**config.mk**
```make
export PLATFORM = sky130hd
export DESIGN_NAME = mips_io_port_flat
export DESIGN_NICKNAME = d
export VERILOG_FILES = /design/src/rtl/mips_io_port_if.sv /design/src/rtl/mips_io_port.sv /design/src/flat_wrapper.sv
export SDC_FILE = /design/constraint.sdc
export NUM_CORES = 1
export LEC_CHECK = 0
export ABC_CLOCK_PERIOD_IN_PS = 2300
export BUFFER_PORTS_ARGS = -buffer_cell sky130_fd_sc_hd__buf_4
export CORE_UTILIZATION = 53
export CTS_CLUSTER_DIAMETER = 30
export DETAILED_ROUTE_END_ITERATION = 8
export HOLD_SLACK_MARGIN = 0.05
export PLACE_DENSITY_LB_ADDON = 0.25
export SETUP_SLACK_MARGIN = 0.02
export SLEW_MARGIN = 20
export SYNTH_ARGS = -nofsm -noshare
export SYNTH_HDL_FRONTEND = slang
export SYNTH_SLANG_ARGS = --single-unit
export TNS_END_PERCENT = 50
```
**constraint.sdc**
```tcl
create_clock -name CLK -period 2.3 [get_ports CLK]
set_clock_uncertainty 0.2 [all_clocks]
set_input_delay 0.46 -clock CLK [delete_from_list [all_inputs] [get_ports CLK]]
set_output_delay 0.46 -clock CLK [all_outputs]
set_load 0.01 [all_outputs]
```
**src/rtl/mips_io_port_if.sv**
```systemverilog
// IN/OUT port bundle between the MIPS control unit, the I/O port block,
// and the external output sink / input source.
interface mips_io_port_if #(
    parameter int WIDTH     = 16,
    parameter int OUT_DEPTH = 4
);
    // Control-unit side
    logic                         OutputWrite;
    logic                         InputRead;
    logic [WIDTH-1:0]             WriteData;
    logic [WIDTH-1:0]             ReadData;
    logic                         IOStall;
    // External output sink
    logic [WIDTH-1:0]             out_data;
    logic                         out_valid;
    logic                         out_ready;
    // External input source
    logic [WIDTH-1:0]             in_data;
    logic                         in_valid;
    logic                         in_ready;
    // Status
    logic [$clog2(OUT_DEPTH):0]   out_count;

    // The I/O port block is the responder.
    modport slave (
        input  OutputWrite, InputRead, WriteData, out_ready, in_data, in_valid,
        output ReadData, IOStall, out_data, out_valid, in_ready, out_count
    );

    // Control unit plus external devices, seen as one requester.
    modport master (
        output OutputWrite, InputRead, WriteData, out_ready, in_data, in_valid,
        input  ReadData, IOStall, out_data, out_valid, in_ready, out_count
    );
endinterface

```
**src/rtl/mips_io_port.sv**
```systemverilog
// Responder for MIPS IN/OUT instructions: OUT words queue in a small FIFO
// that drains over valid/ready; one input word is held for IN to consume.
// IOStall tells the control unit to hold state when a transfer cannot finish.
module mips_io_port #(
    parameter int WIDTH     = 16,
    parameter int OUT_DEPTH = 4
) (
    input  logic           CLK,
    input  logic           Reset,
    mips_io_port_if.slave  io
);
    localparam int PTR_W = $clog2(OUT_DEPTH);
    localparam int CNT_W = PTR_W + 1;
    localparam logic [CNT_W-1:0] DEPTH_C = CNT_W'(OUT_DEPTH);

    typedef enum logic {S_EMPTY = 1'b0, S_HELD = 1'b1} in_state_t;

    // ---------------- Output FIFO ----------------
    logic [WIDTH-1:0] r_mem [OUT_DEPTH];
    logic [PTR_W-1:0] r_head;
    logic [PTR_W-1:0] r_tail;
    logic [CNT_W-1:0] r_count;

    logic w_full;
    logic w_empty;
    logic w_push;
    logic w_pop;

    assign w_full  = (r_count == DEPTH_C);
    assign w_empty = (r_count == '0);
    // A full FIFO rejects the write even if a pop frees a slot this cycle;
    // the control unit retries next cycle.
    assign w_push  = io.OutputWrite && !w_full;
    assign w_pop   = !w_empty && io.out_ready;

    // Storage write; contents are meaningless until the pointers say otherwise.
    // NOTE: the data array has no reset -- pointers/count define validity,
    // and leaving it unreset lets it map onto plain RAM/flops without reset.
    always_ff @(posedge CLK) begin
        if (w_push) begin
            r_mem[r_tail] <= io.WriteData;
        end
    end

    // Pointer and occupancy bookkeeping; pointers wrap naturally (power-of-2 depth).
    // NOTE: sequential state uses non-blocking assignments so every register
    // samples pre-edge values regardless of statement order.
    always_ff @(posedge CLK or negedge Reset) begin
        if (!Reset) begin
            r_head  <= '0;
            r_tail  <= '0;
            r_count <= '0;
        end else begin
            if (w_push) r_tail <= r_tail + PTR_W'(1);
            if (w_pop)  r_head <= r_head + PTR_W'(1);
            case ({w_push, w_pop})
                2'b10:   r_count <= r_count + CNT_W'(1);
                2'b01:   r_count <= r_count - CNT_W'(1);
                default: r_count <= r_count;
            endcase
        end
    end

    assign io.out_data  = r_mem[r_head];
    assign io.out_valid = !w_empty;
    assign io.out_count = r_count;

    // ---------------- Input holding register ----------------
    in_state_t        r_state;
    in_state_t        w_next_state;
    logic             w_in_held;
    logic             w_in_ready;
    logic [WIDTH-1:0] r_in_buf;

    // Input channel state register.
    always_ff @(posedge CLK or negedge Reset) begin
        if (!Reset) begin
            r_state <= S_EMPTY;
        end else begin
            r_state <= w_next_state;
        end
    end

    // Next state and in_ready; in_ready is held low while reset is asserted.
    // NOTE: every output of this block gets a default first so no path
    // leaves it unassigned, which would otherwise infer a latch.
    always_comb begin
        w_next_state = r_state;
        w_in_ready   = 1'b0;
        case (r_state)
            S_EMPTY: begin
                w_in_ready = Reset;
                if (io.in_valid && Reset) w_next_state = S_HELD;
            end
            S_HELD: begin
                if (io.InputRead) w_next_state = S_EMPTY;
            end
            default: w_next_state = S_EMPTY;
        endcase
    end

    // Capture the arriving word; it stays visible on ReadData after consumption.
    always_ff @(posedge CLK or negedge Reset) begin
        if (!Reset) begin
            r_in_buf <= '0;
        end else if (io.in_valid && w_in_ready) begin
            r_in_buf <= io.in_data;
        end
    end

    assign w_in_held   = (r_state == S_HELD);
    assign io.in_ready = w_in_ready;
    assign io.ReadData = r_in_buf;

    // OUT and IN stall conditions are independent; either one holds the core.
    assign io.IOStall = (io.OutputWrite && w_full) || (io.InputRead && !w_in_held);

endmodule
```
**src/flat_wrapper.sv**
```systemverilog
// flat-port wrapper written by rule: the top's interface ports become plain ports
module mips_io_port_flat 
#(
    parameter int WIDTH     = 16,
    parameter int OUT_DEPTH = 4
)
  (CLK, Reset, io_OutputWrite, io_InputRead, io_WriteData, io_out_ready, io_in_data, io_in_valid, io_ReadData, io_IOStall, io_out_data, io_out_valid, io_in_ready, io_out_count);
  mips_io_port_if #(.WIDTH(WIDTH), .OUT_DEPTH(OUT_DEPTH)) io_i ();
  input  logic CLK;
  input  logic Reset;
  input wire logic [$bits(io_i.OutputWrite)-1:0] io_OutputWrite;
  input wire logic [$bits(io_i.InputRead)-1:0] io_InputRead;
  input wire logic [$bits(io_i.WriteData)-1:0] io_WriteData;
  input wire logic [$bits(io_i.out_ready)-1:0] io_out_ready;
  input wire logic [$bits(io_i.in_data)-1:0] io_in_data;
  input wire logic [$bits(io_i.in_valid)-1:0] io_in_valid;
  output wire logic [$bits(io_i.ReadData)-1:0] io_ReadData;
  output wire logic [$bits(io_i.IOStall)-1:0] io_IOStall;
  output wire logic [$bits(io_i.out_data)-1:0] io_out_data;
  output wire logic [$bits(io_i.out_valid)-1:0] io_out_valid;
  output wire logic [$bits(io_i.in_ready)-1:0] io_in_ready;
  output wire logic [$bits(io_i.out_count)-1:0] io_out_count;
  assign io_i.OutputWrite = io_OutputWrite;
  assign io_i.InputRead = io_InputRead;
  assign io_i.WriteData = io_WriteData;
  assign io_i.out_ready = io_out_ready;
  assign io_i.in_data = io_in_data;
  assign io_i.in_valid = io_in_valid;
  assign io_ReadData = io_i.ReadData;
  assign io_IOStall = io_i.IOStall;
  assign io_out_data = io_i.out_data;
  assign io_out_valid = io_i.out_valid;
  assign io_in_ready = io_i.in_ready;
  assign io_out_count = io_i.out_count;
  mips_io_port #(.WIDTH(WIDTH), .OUT_DEPTH(OUT_DEPTH)) u_core (.CLK(CLK), .Reset(Reset), .io(io_i));
endmodule
```
* Word level (Yosys, flattened, before mapping)
Memory sizes are Yosys's and may differ from the RTL's.
Index checks and enable logic that the tools add are counted.
** Word-level totals
- Register bits :: 24
- Bits in writable memories :: 64
- Bits of input ports :: 38
- Output and inout port bits :: 38
- Logic and storage cells :: 33
- Memories :: 1
** Memory list
- u_core.r_mem :: depth 4, bits a word 16, rd ports 1, clocked after memory_dff 0, write ports 1, RTL line mips_io_port.sv:19 : logic [WIDTH-1:0] r_mem [OUT_DEPTH];
** Cells by class
- Add/subtract/negate cells :: 4
- Equality and inequality tests :: 3
- Multiplexer cells :: 7
- Bitwise logic cells :: 1
- Reductions and logical operators :: 12
** Operators with widths (count)
- $logic_and 1x1->1 :: 6
- $pmux 3 s2 :: 1
- $mux 1 :: 5
- $add 2x1->2 const B :: 2
- $add 3x1->3 const B :: 1
- $eq 3x3->1 const B :: 1
- $logic_not 1->1 :: 3
- $logic_not 3->1 :: 1
- $sub 3x1->3 const B :: 1
- $eq 2x1->1 const B :: 1
- $eq 2x2->1 const B :: 1
- $pmux 1 s2 :: 1
- $reduce_bool 2->1 :: 1
- $logic_or 1x1->1 :: 1
- $not 1->1 :: 1

* Depth between registers and ports, before layout
Gate-level depths: netlist (run 1).
- Word-level depth :: 5
- Depth in mapped cells :: 9
- Gate-level depth less buffers :: 9

* Least setup slack after synthesis (run 1)
Ideal clock, no wire load.
- Path kind :: register to register
- From :: reg u_core.r_count[0], in the netlist u_core.io.out_count[0]
- To :: reg u_core.r_count[2], in the netlist u_core.io.out_count[2]
- Setup time :: 79 ps
- Arrival :: 1750 ps
- Data required time :: 2021 ps
- Slack :: 271 ps
- Cell stages (with the launch flop) :: 10
- Path buffers :: 0
- Period minus slack after synthesis :: 2029 ps
- Cell sequence :: dfrtp_1 -> nor2_1 -> a21boi_2 -> inv_1 -> ha_1 -> inv_1 -> fa_1 -> xor2_1 -> nor2_1 -> xor2_1
** On the way
- Word-level cells in the longest chain between the ends :: 5
- Elaborated cells on any way between the ends :: 12
- Those cells by class :: add/sub: 2; eq/ne: 3; mux: 1; reduce/logical: 6
** RTL lines
- from (decl) :: RTL line mips_io_port.sv:22 : logic [CNT_W-1:0] r_count;
- from (signal assigned) :: RTL line mips_io_port.sv:57 : 2'b10: r_count <= r_count + CNT_W'(1);
- from (signal assigned) :: RTL line mips_io_port.sv:58 : 2'b01: r_count <= r_count - CNT_W'(1);
- from (signal assigned) :: RTL line mips_io_port.sv:59 : default: r_count <= r_count;
- $eq 3x3->1 / $logic_not 3->1 (equally long branches) :: RTL line mips_io_port.sv:29, mips_io_port.sv:30
- $logic_not 1->1, on equally long branches :: RTL line mips_io_port.sv:33, mips_io_port.sv:34
- $logic_and 1x1->1, on equally long branches :: RTL line mips_io_port.sv:33, mips_io_port.sv:34
- $eq 2x1->1 / $eq 2x2->1 (equally long branches) :: RTL line mips_io_port.sv:56 : case ({w_push, w_pop})
- $pmux 3 s2 / $reduce_bool 2->1 (equally long branches)
Several ways; a longest one is shown, not always the timed one.
A chain may end at the register's enable or synchronous reset.

* Final worst setup path (run 1)
- From :: reg u_core.r_head[0]
- To :: out io_out_data[1]
** On the way
- Word-level cells in the longest chain between the ends :: 1
** RTL lines
- from (decl) :: RTL line mips_io_port.sv:20 : logic [PTR_W-1:0] r_head;
- from (signal assigned) :: RTL line mips_io_port.sv:55 : if (w_pop) r_head <= r_head + PTR_W'(1);
- $mem_v2 4x16
- to (decl) :: RTL line flat_wrapper.sv:19 : output wire logic [$bits(io_i.out_data)-1:0] io_out_data;
No other way between the ends.

==> impl_results.md, run 1 <==
* Worst EP arrival at 1630 ps
* Highest fanout seen on the critical path at 7
* Mapped Area at 0.00343 mm2
* Initial core utilization at 56.3%
* Layout area overhead at 27.9%
* Syn_nets at 204
* Startpoint types: flop
* Root Buffer: clkbuf_8
* Antenna violations before repair at 0
* Syn Area/Cell at 21.4 um2
* Post-route DRC at 0
* IO Pins at 76
* Setup CP Type: flop to primary output
* Vias per inst at 5.39
* Final wirelength at 5.88 mm
* PortBufs at 75
* FP Rows at 28
* Max clock buf depth at 2
* First-pass GRT wire length at 8.97 mm
* Max-Cap Viols at 0
* Internal at 3.71 mW
* Endpoints failing setup at 0
* Pwr dens at 1190 mW/mm2
* Post-layout nets at 297
* Distinct cells, synth at 24
* Area leader, netlist: edfxtp_1
* Critical-path top delay cell: mux4_2
* Clock Latency Late Sink at 340 ps
* Max Slew Vio Count at 0
* Sequential share of power at 43.6%
* Clock share of power at 18.9%
* Remaining global-route overflow at 0
* Endpoint type of the worst setup path: primary output
* Vias in the first global route at 1,851
* Switching Fraction at 28.8%
* Min Tclk post-route at 2290 ps
* Vias at 1,788
* RSZ-0062 raised after global routing: yes
* Slew at the pin with the worst max-slew slack at 333 ps
* Seq/Total Area, Yosys at 73.5%
* Final GP Congestion at 0.740
* Hold Path Class: primary input to flop
* YS warnings at 0
* Total GRT Usage at 19.1%
* Maximum vdd drop at 823 uV
* Share of layout cells above drive strength 1 at 53.3%
* Combinational share of power at 37.6%
* Core area at 0.00610 mm2
* Family with the most delay on the worst path: multiplexers
* Crit-path cells: buf_8 > mux4_2 > buf_6
* Chip height at 82.5 um
* Routed wire per std cell at 17.7 um
* CTS Sinks at 88
* Async set-reset flop share out of synthesis at 27.3%
* Final Hold Slack at 108 ps
* ANT nets after route at 0
* Final hold vios at 0
* Largest net degree at the start of global routing at 25
* Die area at 0.00680 mm2
* Most frequent cell after synthesis: edfxtp_1
* CP max stage delay at 520 ps
* CP Buf/Inv Count at 2
* Yosys reg bits at 88
* Htree depth at 3
* Sw Pwr at 1.50 mW
* Status: finished, final reports clean
* Chip Width at 82.5 um
* Synth Flop Type: edfxtp_1
* Final period util at 99.5%
* Share of the synthesized area in the top cell type at 56.0%
* Worst Path Required at 1640 ps
* R2r setup slk at 220 ps
* CTS tree: yes
* Reg clk slew, reported paths at 80 ps
* Diodes inserted at 0
* DR iter-0 viols at 75
* Relative max-transition margin at 77.8%
* Post-Syn Instances at 160
* HPWL Detailed at 3.87 mm
* Final Cell Area at 0.00439 mm2
* Placed standard-cell area at 0.00412 mm2
* TritonRoute pass-1 iters at 4
* Synth cell count leaders: 64 x edfxtp_1, 24 x dfrtp_1, 17 x mux2_2
* Largest cells by area after synthesis: edfxtp_1 56%, dfrtp_1 18%, mux4_1 6.1%
* Max Freq at 0.437 GHz
* CTS Buf Count at 9
* Pleak at 1.73 nW
* EDFF count, synth at 64
power groups by stage:
stage / sequential [mW] / clock, mW / combinational, mW
after detailed placement: 2.27 / 0 / 1.73
after floorplan: 2.27 / 0 / 0.979
after global routing: 2.30 / 1.07 / 2.12
after CTS: 2.26 / 1.01 / 1.95
after global placement: 2.25 / 0 / 1.70
final: 2.27 / 0.984 / 1.96
timing repair:
action,4_1_cts,5_1_grt
pin swaps,0,0
endpoints found under the setup margin,13,17
hold buffers,1,0
endpoints found under the hold margin,24,0
gates cloned,1,0
buffers inserted,2,0
resized for setup,19,14
per-layer routing:
layer	GRT usage [%]	part of all wire [%]
met3	5.93	5.3
met4	7.19	1.3
met2	31.0	52
met5	0	0
met1	24.3	41
layout by cell type, fill, tap and decap left out, types with 2 or more instances in the layout:
| cell | n |
|---|---|
| ha_1 | 5 |
| edfxtp_1 | 64 |
| and2_1 | 4 |
| buf_8 | 2 |
| xor2_1 | 3 |
| mux2_2 | 17 |
| dfrtp_2 | 2 |
| buf_12 | 2 |
| dfrtp_1 | 22 |
| mux4_2 | 16 |
| inv_1 | 7 |
| buf_6 | 16 |
| clkbuf_8 | 9 |
| buf_4 | 66 |
| clkbuf_1 | 3 |
| xnor2_1 | 3 |
final timing paths:
check,startpoint,depth (start not counted),endpoint
max,u_core.r_head[0]$_DFFE_PN0P_,3,io_out_data[1]
min,io_InputRead,2,u_core.r_state$_DFF_PN0_
max reg2reg,u_core.io.out_count[0]$_DFFE_PN0P_,9,u_core.io.out_count[2]$_DFFE_PN0P_
min reg2reg,u_core.io.ReadData[11]$_DFFE_PN0P_,1,u_core.io.ReadData[11]$_DFFE_PN0P_
max in group asynchronous,Reset,3,u_core.r_head[0]$_DFFE_PN0P_
min in group asynchronous,Reset,3,u_core.r_tail[0]$_DFFE_PN0P_
registers in the layout, indices dropped and copies added (netlist names):
| name | count |
|---|---|
| u_core.r_head | 2 |
| u_core.r_state | 1 |
| u_core.r_mem | 64 |
| u_core.r_tail | 2 |
| u_core.io.out_count | 3 |
| u_core.io.ReadData | 16 |
cell families (layout without fill, tap and decap cells):
family	after synthesis	count (layout)	share of synthesized area, %
AO/OA/AOI/OAI	4	4	1.02
XOR/XNOR	6	6	1.53
adder cells (fa/ha/maj)	6	6	2.41
buffers and inverters	12	109	2.30
flip-flops	88	88	73.5
multiplexers	34	34	17.2
AND/OR/NAND/NOR	10	10	1.97
cell type report:
class	count	area [um2]
Clock inverter	3	43.8
Clock buffer	12	135
Fill cell	412	1710
Tap cell	75	93.8
Sequential cell	88	2520
Inverter	7	26.3
Multi-Input combinational cell	60	807
Timing Repair Buffer	87	756
through the flow:
step | utilization [%] | std cells | setup WS, ps | setup TNS [ps] | total power [mW]
finish | 72.0 | 332 | 12.4 | 0 | 5.21
global route | 72.0 | 332 | -30.5 | -211 | 5.50
CTS | 71.6 | 333 | -20.8 | -91.3 | 5.21
detailed placement | 67.5 | 314 | 140 | 0 | 4.00
global placement | 67.5 | 314 | 212 | 0 | 3.94
floorplan | - | 160 | 271 | 0 | 3.25
Power figures use the tool's default switching activity.
==> run 2, diff against run 1 <==
--- a/config.mk
+++ b/config.mk
@@ -11,7 +11,7 @@
 export CTS_CLUSTER_DIAMETER = 30
 export DETAILED_ROUTE_END_ITERATION = 8
 export HOLD_SLACK_MARGIN = 0.05
-export PLACE_DENSITY_LB_ADDON = 0.25
+export PLACE_DENSITY = 0.74
 export SETUP_SLACK_MARGIN = 0.02
 export SLEW_MARGIN = 20
 export SYNTH_ARGS = -nofsm -noshare
==> impl_results.md, run 2 (synthesis gave the netlist of run 1 again) <==
* Final Cell Area at 0.00441 mm2
* Max clock buf depth at 2
* Reg clk slew, reported paths at 80 ps
* Largest Register: u_core.r_mem
* Final hold vios at 0
* Status: finished, final reports clean
* Layout area overhead at 28.6%
* Diodes inserted at 0
* Remaining global-route overflow at 0
* Worst Path Required at 1640 ps
* Die area at 0.00680 mm2
* Initial core utilization at 56.3%
* Chip height at 82.5 um
* Commonest non-fill, non-tap cells in the layout: 71 x buf_4, 64 x edfxtp_1, 23 x dfrtp_1
* Final worst slack at 25.0 ps
* Endpoint type of the worst setup path: primary output
* Max Slew Vio Count at 0
* Internal at 3.72 mW
* CTS tree: yes
* Vias in the first global route at 1,856
* CTS Buf Count at 9
* Final GP Congestion at 0.675
* DR iter-0 viols at 110
* Htree depth at 3
* Most common library cell in the layout ignoring fill and taps: buf_4
* Largest register FFs at 64
* Relative max-transition margin at 78.2%
* Share of layout cells above drive strength 1 at 54.2%
* Min Tclk post-route at 2270 ps
* Final period util at 98.9%
* Maximum vdd drop at 656 uV
* Fill cells at 390
* Worst EP arrival at 1610 ps
* Crit-path cells: buf_8 > mux4_2 > buf_6
* TritonRoute pass-1 iters at 4
* Antenna violations before repair at 0
* Endpoints failing setup at 0
* Combinational share of power at 37.4%
* Highest fanout seen on the critical path at 6
* Clock share of power at 19.3%
* Final wirelength at 5.95 mm
* Critical-path top delay cell: mux4_2
* CP Buf/Inv Count at 2
* Total power at 5.25 mW
* RSZ-0062 raised after global routing: yes
* Pleak at 1.76 nW
* Hold Path Class: primary input to flop
* Switching Fraction at 29.1%
* Sw Pwr at 1.53 mW
* Total GRT Usage at 19.6%
* Post-route DRC at 0
* Core area at 0.00610 mm2
* First-pass GRT wire length at 9.33 mm
* CTS Sinks at 88
* Setup CP Type: flop to primary output
* ANT nets after route at 0
* Pre-CTS setup slack at 166 ps
* Post-layout nets at 301
* Max Freq at 0.440 GHz
* Slew at the pin with the worst max-slew slack at 328 ps
* PortBufs at 75
* Root Buffer: clkbuf_8
* CP max stage delay at 530 ps
* Vias at 1,771
* Startpoint types: flop
* IO Pins at 76
* Family with the most delay on the worst path: multiplexers
* Max-Cap Viols at 0
* Pwr dens at 1190 mW/mm2
* Final Hold Slack at 108 ps
* HPWL Detailed at 4.08 mm
* Largest net degree at the start of global routing at 25
* Routed wire per std cell at 17.7 um
* Chip Width at 82.5 um
* Clock Latency Late Sink at 340 ps
* FP Rows at 28
* Sequential share of power at 43.3%
* Vias per inst at 5.26
* Placed standard-cell area at 0.00413 mm2
[run 2: changes by cell type in the layout (fill, tap and decap cells not counted)]
cell / before / now
buf_4: 66 / 71
clkbuf_1: 3 / 1
dfrtp_2: 2 / 1
clkinv_1: 0 / 1
buf_12: 2 / 0
clkbuf_16: 0 / 1
clkinvlp_4: 0 / 1
dfrtp_1: 22 / 23
clkinv_2: 1 / 2
nor2_4: 1 / 0
nor2_2: 0 / 1
[run 2: layer usage]
| metal | routed length [um] | up-vias | GRT usage, % |
|---|---|---|---|
| met5 | 0 | - | 0 |
| met4 | 80 | 0 | 8.95 |
| met3 | 314 | 11 | 5.16 |
| met2 | 2950 | 60 | 29.8 |
| met1 | 2600 | 886 | 26.7 |
| li1 | - | 814 | - |
[run 2: per-stage QoR]
| stage | setup TNS, ps | std cells | utilization (%) |
|---|---|---|---|
| after floorplan | 0 | 160 | - |
| after CTS | -75.8 | 336 | 71.6 |
| after global routing | -370 | 337 | 72.4 |
| final | 0 | 337 | 72.4 |
| after global placement | 0 | 318 | 67.8 |
| after detailed placement | 0 | 318 | 67.8 |
[run 2: repair_timing]
item,4_1_cts,5_1_grt
setup buffers,0,1
hold buffers,1,0
endpoints found under the hold margin,24,0
resized for setup,19,13
cloned,1,0
endpoints found under the setup margin,11,17
[run 2: final timing paths]
path                                                    start                                 end  slack [ps]  cells after the start
min                                              io_InputRead            u_core.r_state$_DFF_PN0_         110                      2
max reg2reg                u_core.io.out_count[0]$_DFFE_PN0P_  u_core.io.out_count[2]$_DFFE_PN0P_         200                      9
max                              u_core.r_head[0]$_DFFE_PN0P_                      io_out_data[7]          30                      3
max in group asynchronous                               Reset        u_core.r_head[0]$_DFFE_PN0P_        1160                      3
min in group asynchronous                               Reset   u_core.io.ReadData[9]$_DFFE_PN0P_         470                      3
min reg2reg                 u_core.io.ReadData[7]$_DFFE_PN0P_   u_core.io.ReadData[7]$_DFFE_PN0P_         310                      1
[run 2: power by group through the flow]
stage | registers (mW) | clock network (mW) | logic (mW)
2_1_floorplan | 2.27 | 0 | 0.979
3_3_place_gp | 2.27 | 0 | 1.70
3_5_place_dp | 2.28 | 0 | 1.74
4_1_cts | 2.28 | 1.02 | 1.90
5_1_grt | 2.32 | 1.09 | 2.13
6_report | 2.27 | 1.01 | 1.96
[run 2: cell type report]
| class | count | area, um2 | share of cell area [%] |
|---|---|---|---|
| sequential | 88 | 2520 | 57.2 |
| multi-input combinational | 60 | 802 | 18.2 |
| timing repair buffer | 91 | 778 | 17.6 |
| clock buffer | 10 | 128 | 2.89 |
| tap | 75 | 93.8 | 2.13 |
| clock inverter | 6 | 60.1 | 1.36 |
| inverter | 7 | 26.3 | 0.596 |
[run 2: worst register-to-register path: stages, from the launching register on]
cell and delay (ps):
dfrtp_1 450, nor2_2 170, a21boi_2 130, inv_1 80, ha_1 170, inv_1 60
fa_1 370, xor2_1 150, nor2_1 110, xor2_1 150
